## src/rtl/apb_slave_pkg.sv

```systemverilog
// Shared constants and types for the APB register slave.
package apb_slave_pkg;

    localparam int APB_ADDR_W = 8;
    localparam int APB_DATA_W = 8;

    localparam logic [APB_DATA_W-1:0] UNMAPPED_RDATA = 8'hFF;

    typedef enum logic [1:0] {
        IDLE   = 2'd0,
        SETUP  = 2'd1,
        ACCESS = 2'd2
    } apb_slv_state_t;

endpackage

```

## src/rtl/apb_slave_regfile.sv

```systemverilog
// Register array for the APB slave: one synchronous write port, one combinational read port.
module apb_slave_regfile
    import apb_slave_pkg::*;
#(
    parameter int NUM_REGS = 16,
    parameter int IDX_W    = 4
) (
    input  logic                  pclk,
    input  logic                  presetn,
    input  logic                  we,
    input  logic [IDX_W-1:0]      waddr,
    input  logic [APB_DATA_W-1:0] wdata,
    input  logic [IDX_W-1:0]      raddr,
    output logic [APB_DATA_W-1:0] rdata
);

    logic [APB_DATA_W-1:0] regs [NUM_REGS];

    // NOTE: the array sits on the async reset like any other flop, so a reset mid-transfer leaves every register at 8'h00.
    always_ff @(posedge pclk or negedge presetn) begin
        if (!presetn) begin
            for (int i = 0; i < NUM_REGS; i++) begin
                regs[i] <= '0;
            end
        end else if (we) begin
            regs[waddr] <= wdata;
        end
    end

    assign rdata = regs[raddr];

endmodule

```

## src/rtl/apb_reg_slave.sv

```systemverilog
// APB responder with a small register file and programmable wait states.
// Optional: define APB_SLAVE_PSLVERR_EN to add the pslverr port for unmapped accesses.
module apb_reg_slave
    import apb_slave_pkg::*;
#(
    parameter int                    NUM_REGS    = 16,
    parameter logic [APB_ADDR_W-1:0] BASE_ADDR   = 8'hC0,
    parameter int                    WAIT_CYCLES = 2
) (
    input  logic                  pclk,
    input  logic                  presetn,
    input  logic [APB_ADDR_W-1:0] paddr,
    input  logic                  pwrite,
    input  logic                  psel,
    input  logic                  penable,
    input  logic [APB_DATA_W-1:0] pwdata,
    output logic [APB_DATA_W-1:0] prdata,
    output logic                  pready
`ifdef APB_SLAVE_PSLVERR_EN
    ,
    output logic                  pslverr
`endif
);

    localparam int IDX_W = (NUM_REGS > 1) ? $clog2(NUM_REGS) : 1;

    apb_slv_state_t        state_q, state_d, phase;
    logic [3:0]            wcnt_q, wcnt_d;
    logic                  hit;
    logic                  xfer_done;
    logic                  reg_we;
    logic [APB_DATA_W-1:0] reg_rdata;

    // The SETUP cycle is the bus setup phase itself, so it is decoded from the
    // inputs rather than registered; only ACCESS needs to be remembered.
    always_comb begin
        // NOTE: default first so every path assigns phase and no latch is inferred.
        phase = IDLE;
        if (state_q == ACCESS) begin
            phase = ACCESS;
        end else if (psel && !penable) begin
            phase = SETUP;
        end
    end

    assign hit       = (paddr[APB_ADDR_W-1:IDX_W] == BASE_ADDR[APB_ADDR_W-1:IDX_W]);
    assign pready    = (phase == ACCESS) && psel && (wcnt_q == 4'd0);
    assign xfer_done = psel && penable && pready;
    assign reg_we    = xfer_done && pwrite && hit;

    always_comb begin
        prdata = '0;
        if (xfer_done && !pwrite) begin
            prdata = hit ? reg_rdata : UNMAPPED_RDATA;
        end
    end

`ifdef APB_SLAVE_PSLVERR_EN
    assign pslverr = xfer_done && !hit;
`endif

    // Completion and psel aborts both fall back to IDLE with wcnt cleared.
    always_comb begin
        state_d = IDLE;
        wcnt_d  = '0;
        case (phase)
            SETUP: begin
                state_d = ACCESS;
                wcnt_d  = 4'(WAIT_CYCLES);
            end
            ACCESS: begin
                if (psel && (wcnt_q != 4'd0)) begin
                    state_d = ACCESS;
                    wcnt_d  = wcnt_q - 4'd1;
                end
            end
            default: ;
        endcase
    end

    // NOTE: sequential state uses non-blocking assignments so all flops update together at the edge.
    always_ff @(posedge pclk or negedge presetn) begin
        if (!presetn) begin
            state_q <= IDLE;
            wcnt_q  <= '0;
        end else begin
            state_q <= state_d;
            wcnt_q  <= wcnt_d;
        end
    end

    apb_slave_regfile #(
        .NUM_REGS (NUM_REGS),
        .IDX_W    (IDX_W)
    ) u_regfile (
        .pclk    (pclk),
        .presetn (presetn),
        .we      (reg_we),
        .waddr   (paddr[IDX_W-1:0]),
        .wdata   (pwdata),
        .raddr   (paddr[IDX_W-1:0]),
        .rdata   (reg_rdata)
    );

endmodule
```

## config.mk

```make
export PLATFORM = sky130hd
export DESIGN_NAME = apb_reg_slave
export DESIGN_NICKNAME = d
export VERILOG_FILES = /design/src/rtl/apb_slave_pkg.sv /design/src/rtl/apb_slave_regfile.sv /design/src/rtl/apb_reg_slave.sv
export SDC_FILE = /design/constraint.sdc
export NUM_CORES = 1
export LEC_CHECK = 0
export CAP_MARGIN = 20
export CORE_MARGIN = 2
export CORE_UTILIZATION = 54
export CTS_CLUSTER_DIAMETER = 100
export CTS_CLUSTER_SIZE = 28
export DETAILED_ROUTE_END_ITERATION = 12
export PLACE_DENSITY_LB_ADDON = 0.2
export SLEW_MARGIN = 0
export SYNTH_ARGS = -nofsm -noshare
export SYNTH_HDL_FRONTEND = slang
export SYNTH_SLANG_ARGS = --single-unit
```

## constraint.sdc

```tcl
create_clock -name pclk -period 1.96 [get_ports pclk]
set_input_delay 0.294 -clock pclk [delete_from_list [all_inputs] [get_ports pclk]]
set_output_delay 0.294 -clock pclk [all_outputs]
set_load 0.005 [all_outputs]
```

==> insert_results.sql <==
INSERT INTO impl_metrics (metric_group, metric, value, unit) VALUES
('run_status', 'status', 'complete, but fails checks', ''),
('run_status', 'violations', 'negative setup slack', ''),
('clock_network', 'clk_pin_slew', '0.05', 'ns'),
('setup_path', 'cp_slowest_cell', 'sky130_fd_sc_hd__dfrtp_1', ''),
('setup_path', 'critical_path_buf_inv_count', '3', ''),
('synthesis', 'total_of_flip_flops_plus_latches_after_synthesis', '133', ''),
('global_route', 'number_of_global_route_vias_before_repair', '4451', ''),
('synthesis', 'synth_cell_type_count', '33', ''),
('timing', 'fin_tns_setup', '-3.739', 'ns'),
('synthesis', 'synth_sequential_area_ratio', '52.09', '%'),
('global_route', 'grt.total_usage', '25.37', '%'),
('setup_path', 'worst_case_register_to_register_setup_slack', '-0.09', 'ns'),
('timing', 'finClkSkew', '0.008872', 'ns'),
('die', 'placeableCoreArea', '11470', 'um2'),
('timing', 'timing.final.hold_violations', '0', ''),
('clock_network', 'cts_buffers', '17', ''),
('setup_path', 'arr_time_crit_path', '1.85', 'ns'),
('run', 'drv.max_cap_violation_count', '0', ''),
('setup_path', 'cp_slowest_stage_delay', '0.39', 'ns'),
('synthesis', 'synth_area_leaders', 'sky130_fd_sc_hd__dfrtp_1 52%, sky130_fd_sc_hd__mux2_2 24%, sky130_fd_sc_hd__mux4_2 5.6%', ''),
('clock_network', 'cts_tree', 'yes', ''),
('timing', 'finalSetupViolCount', '64', ''),
('hold_path', 'hold_class', 'input port to async pin', ''),
('die', 'die_width', '112.8', 'um'),
('final_layout', 'finish.cell_count_without_fillers', '684', ''),
('detailed_routing', 'vias', '4070', ''),
('die', 'start_util', '55.72', '%'),
('clock_network', 'numClockSinks', '133', ''),
('detailed_routing', 'route.detailed.wl_per_inst', '21.90', 'um'),
('final_layout', 'utilization', '70.99', '%'),
('global_route', 'largest_net_degree_at_the_start_of_global_routing', '51', ''),
('final_layout', 'drive_gt1_share', '57.49', '%'),
('timing', 'timing.final.ws_setup', '-0.1802', 'ns'),
('power', 'p_per_area', '752.0', 'nW/um2'),
('place', 'dpl_worst_slack', '-0.8058', 'ns'),
('global_route', 'grt_antenna_before_repair', '0', ''),
('global_route', 'gr-usage-met1', '34.02', '%'),
('timing', 'fin_worst_hold_slack', '0.3944', 'ns'),
('final_layout', 'final_cell_area', '8140', 'um2'),
('final_layout', 'fillerInstances', '767', ''),
('setup_path', 'critical_path.endpoint_type', 'output pin', ''),
('setup_path', 'worst_setup_path_endpoint', 'prdata[7]', ''),
('detailed_routing', 'route.final.wire_length', '14.98', 'mm'),
('setup_path', 'path_class', 'flip-flop to output pin', ''),
('setup_path', 'cp_num_cells', '7', ''),
('setup_path', 'critical_path.reg2reg.startpoint', 'wcnt_q[1]$_DFF_PN0_', ''),
('final_layout', 'finalNetCount', '553', ''),
('synthesis', 'asyncSetResetFlopFracSynth', '100.0', '%'),
('timing', 'timing.fmax', '467.2', 'MHz'),
('setup_path', 'cp_max_fo', '4', ''),
('die', 'top_level_ports', '30', ''),
('setup_path', 'worst-endpoint-required', '1.67', 'ns'),
('timing', 'maxSlewHeadroom', '52.85', '%'),
('clock_network', 'clock_latency', '0.42', 'ns'),
('die', 'die_area', '12720', 'um2'),
('synthesis', 'synth_enable_flop_cells', '0', ''),
('synthesis', 'mappedNetlistArea', '6390', 'um2'),
('final_layout', 'syn_to_final_growth', '27.39', '%'),
('power', 'leakagePower', '3.926', 'nW'),
('synthesis', 'ys_dominant_reg_cell', 'sky130_fd_sc_hd__dfrtp_1', ''),
('global_route', 'grt_util_met2', '40.08', '%'),
('detailed_routing', 'drt-vias-per-instance', '5.950', ''),
('timing', 'period_minus_slack', '2.140', 'ns'),
('synthesis', 'yosysWarnings', '0', ''),
('power', 'ir_worst_vdd', '663.3', 'uV'),
('synthesis', 'number_of_instances_in_the_synthesized_netlist', '436', ''),
('global_route', 'aggregate_global_routing_overflow', '0', ''),
('synthesis', 'synth_top_cell_by_area', 'sky130_fd_sc_hd__dfrtp_1', ''),
('global_route', 'grt.met3_usage', '5.999', '%'),
('setup_path', 'timing.reg2reg.worst_path_depth', '7', ''),
('clock_network', 'ctsHtreeMaxLevel', '4', '');
==> cells in the final DEF (no fill, tap or decap), drive strengths merged, types with 3 or more instances in the layout <==
cell type / instances
mux4: 16
o211ai: 4
nor4: 16
nand2: 10
a22oi: 8
a21oi: 9
o32ai: 5
dfrtp: 133
mux2: 138
buf: 82
mux2i: 22
clkdlybuf4s50: 15
a211oi: 5
clkinv: 4
nand2b: 4
or2: 3
nor2b: 3
nand3: 5
nor2: 8
clkbuf: 27
a31oi: 3
a41oi: 3
==> Yosys cell counts, drive strengths merged (3+ instances only) <==
cell type,number
nand2b,4
nand3,5
a211oi,5
mux4,16
mux2i,22
a31oi,3
o211ai,4
a22oi,8
a21oi,9
nor2b,3
o32ai,5
a41oi,3
nor2,8
buf,8
or2,3
nor4,16
dfrtp,133
mux2,138
clkbuf,19
nand2,10
==> worst min path at each step <==
| stage | start | to | slack, ns | cells past startpoint |
|---|---|---|---|---|
| 4_1_cts | presetn | u_regfile.regs[108]$_DFFE_PN0P_ | 0.39 | 2 |
| 2_1_floorplan | presetn | state_q[1]$_DFF_PN0_ | -0.002 | 0 |
| 3_3_place_gp | presetn | u_regfile.regs[35]$_DFFE_PN0P_ | 0.30 | 1 |
| 5_1_grt | presetn | u_regfile.regs[52]$_DFFE_PN0P_ | 0.42 | 2 |
| 3_5_place_dp | presetn | u_regfile.regs[52]$_DFFE_PN0P_ | 0.30 | 1 |
| 6_report | presetn | u_regfile.regs[52]$_DFFE_PN0P_ | 0.39 | 2 |
==> where the power goes <==
group | switching, mW | total, mW | internal, mW | leakage (nW)
Combinational | 0.269 | 0.463 | 0.194 | 1.80
Clock | 1.09 | 2.89 | 1.79 | 0.272
Sequential | 0.00810 | 2.77 | 2.76 | 1.86
==> layout make-up <==
type,instances,area [um2],share of cell area (%)
timing repair buffer,102,934.6,11.48
sequential,133,3328,40.89
clock inverter,4,20.02,0.2459
inverter,2,7.507,0.09222
clock buffer,26,519.2,6.379
tap,143,178.9,2.198
multi-input combinational,274,3152,38.72
==> sequential cells by signal (all words and copies together) (netlist names) <==
register and count:
u_regfile.regs 128, wcnt_q 4, state_q 1
==> routing by layer <==
metal  share of wire (%)  vias to the layer above
met3                 2.7                       27
li1                    -                     1827
met5                   0                        -
met2                  49                       65
met4                 2.1                        0
met1                  46                     2151
==> logic make-up (layout without fill, tap and decap cells) <==
| group | Yosys count | after routing | synth area share, % |
|---|---|---|---|
| fa+ha+maj | 2 | 2 | 0.3916 |
| buf+inv | 29 | 134 | 1.978 |
| mux | 176 | 176 | 33.41 |
| xor+xnor | 2 | 2 | 0.2742 |
| flops | 133 | 133 | 52.09 |
| compound gates | 38 | 38 | 4.171 |
| simple gates | 56 | 56 | 7.695 |
==> what timing repair did <==
action | in CTS | in global routing
cloned | 1 | 0
pin swaps | 8 | 4
setup buffers | 8 | 2
endpoints found under the hold margin | 33 | 0
gates resized for setup | 69 | 7
setup endpoints to repair | 81 | 81
hold buffers | 1 | 0
(Power assumes the default switching activity.)
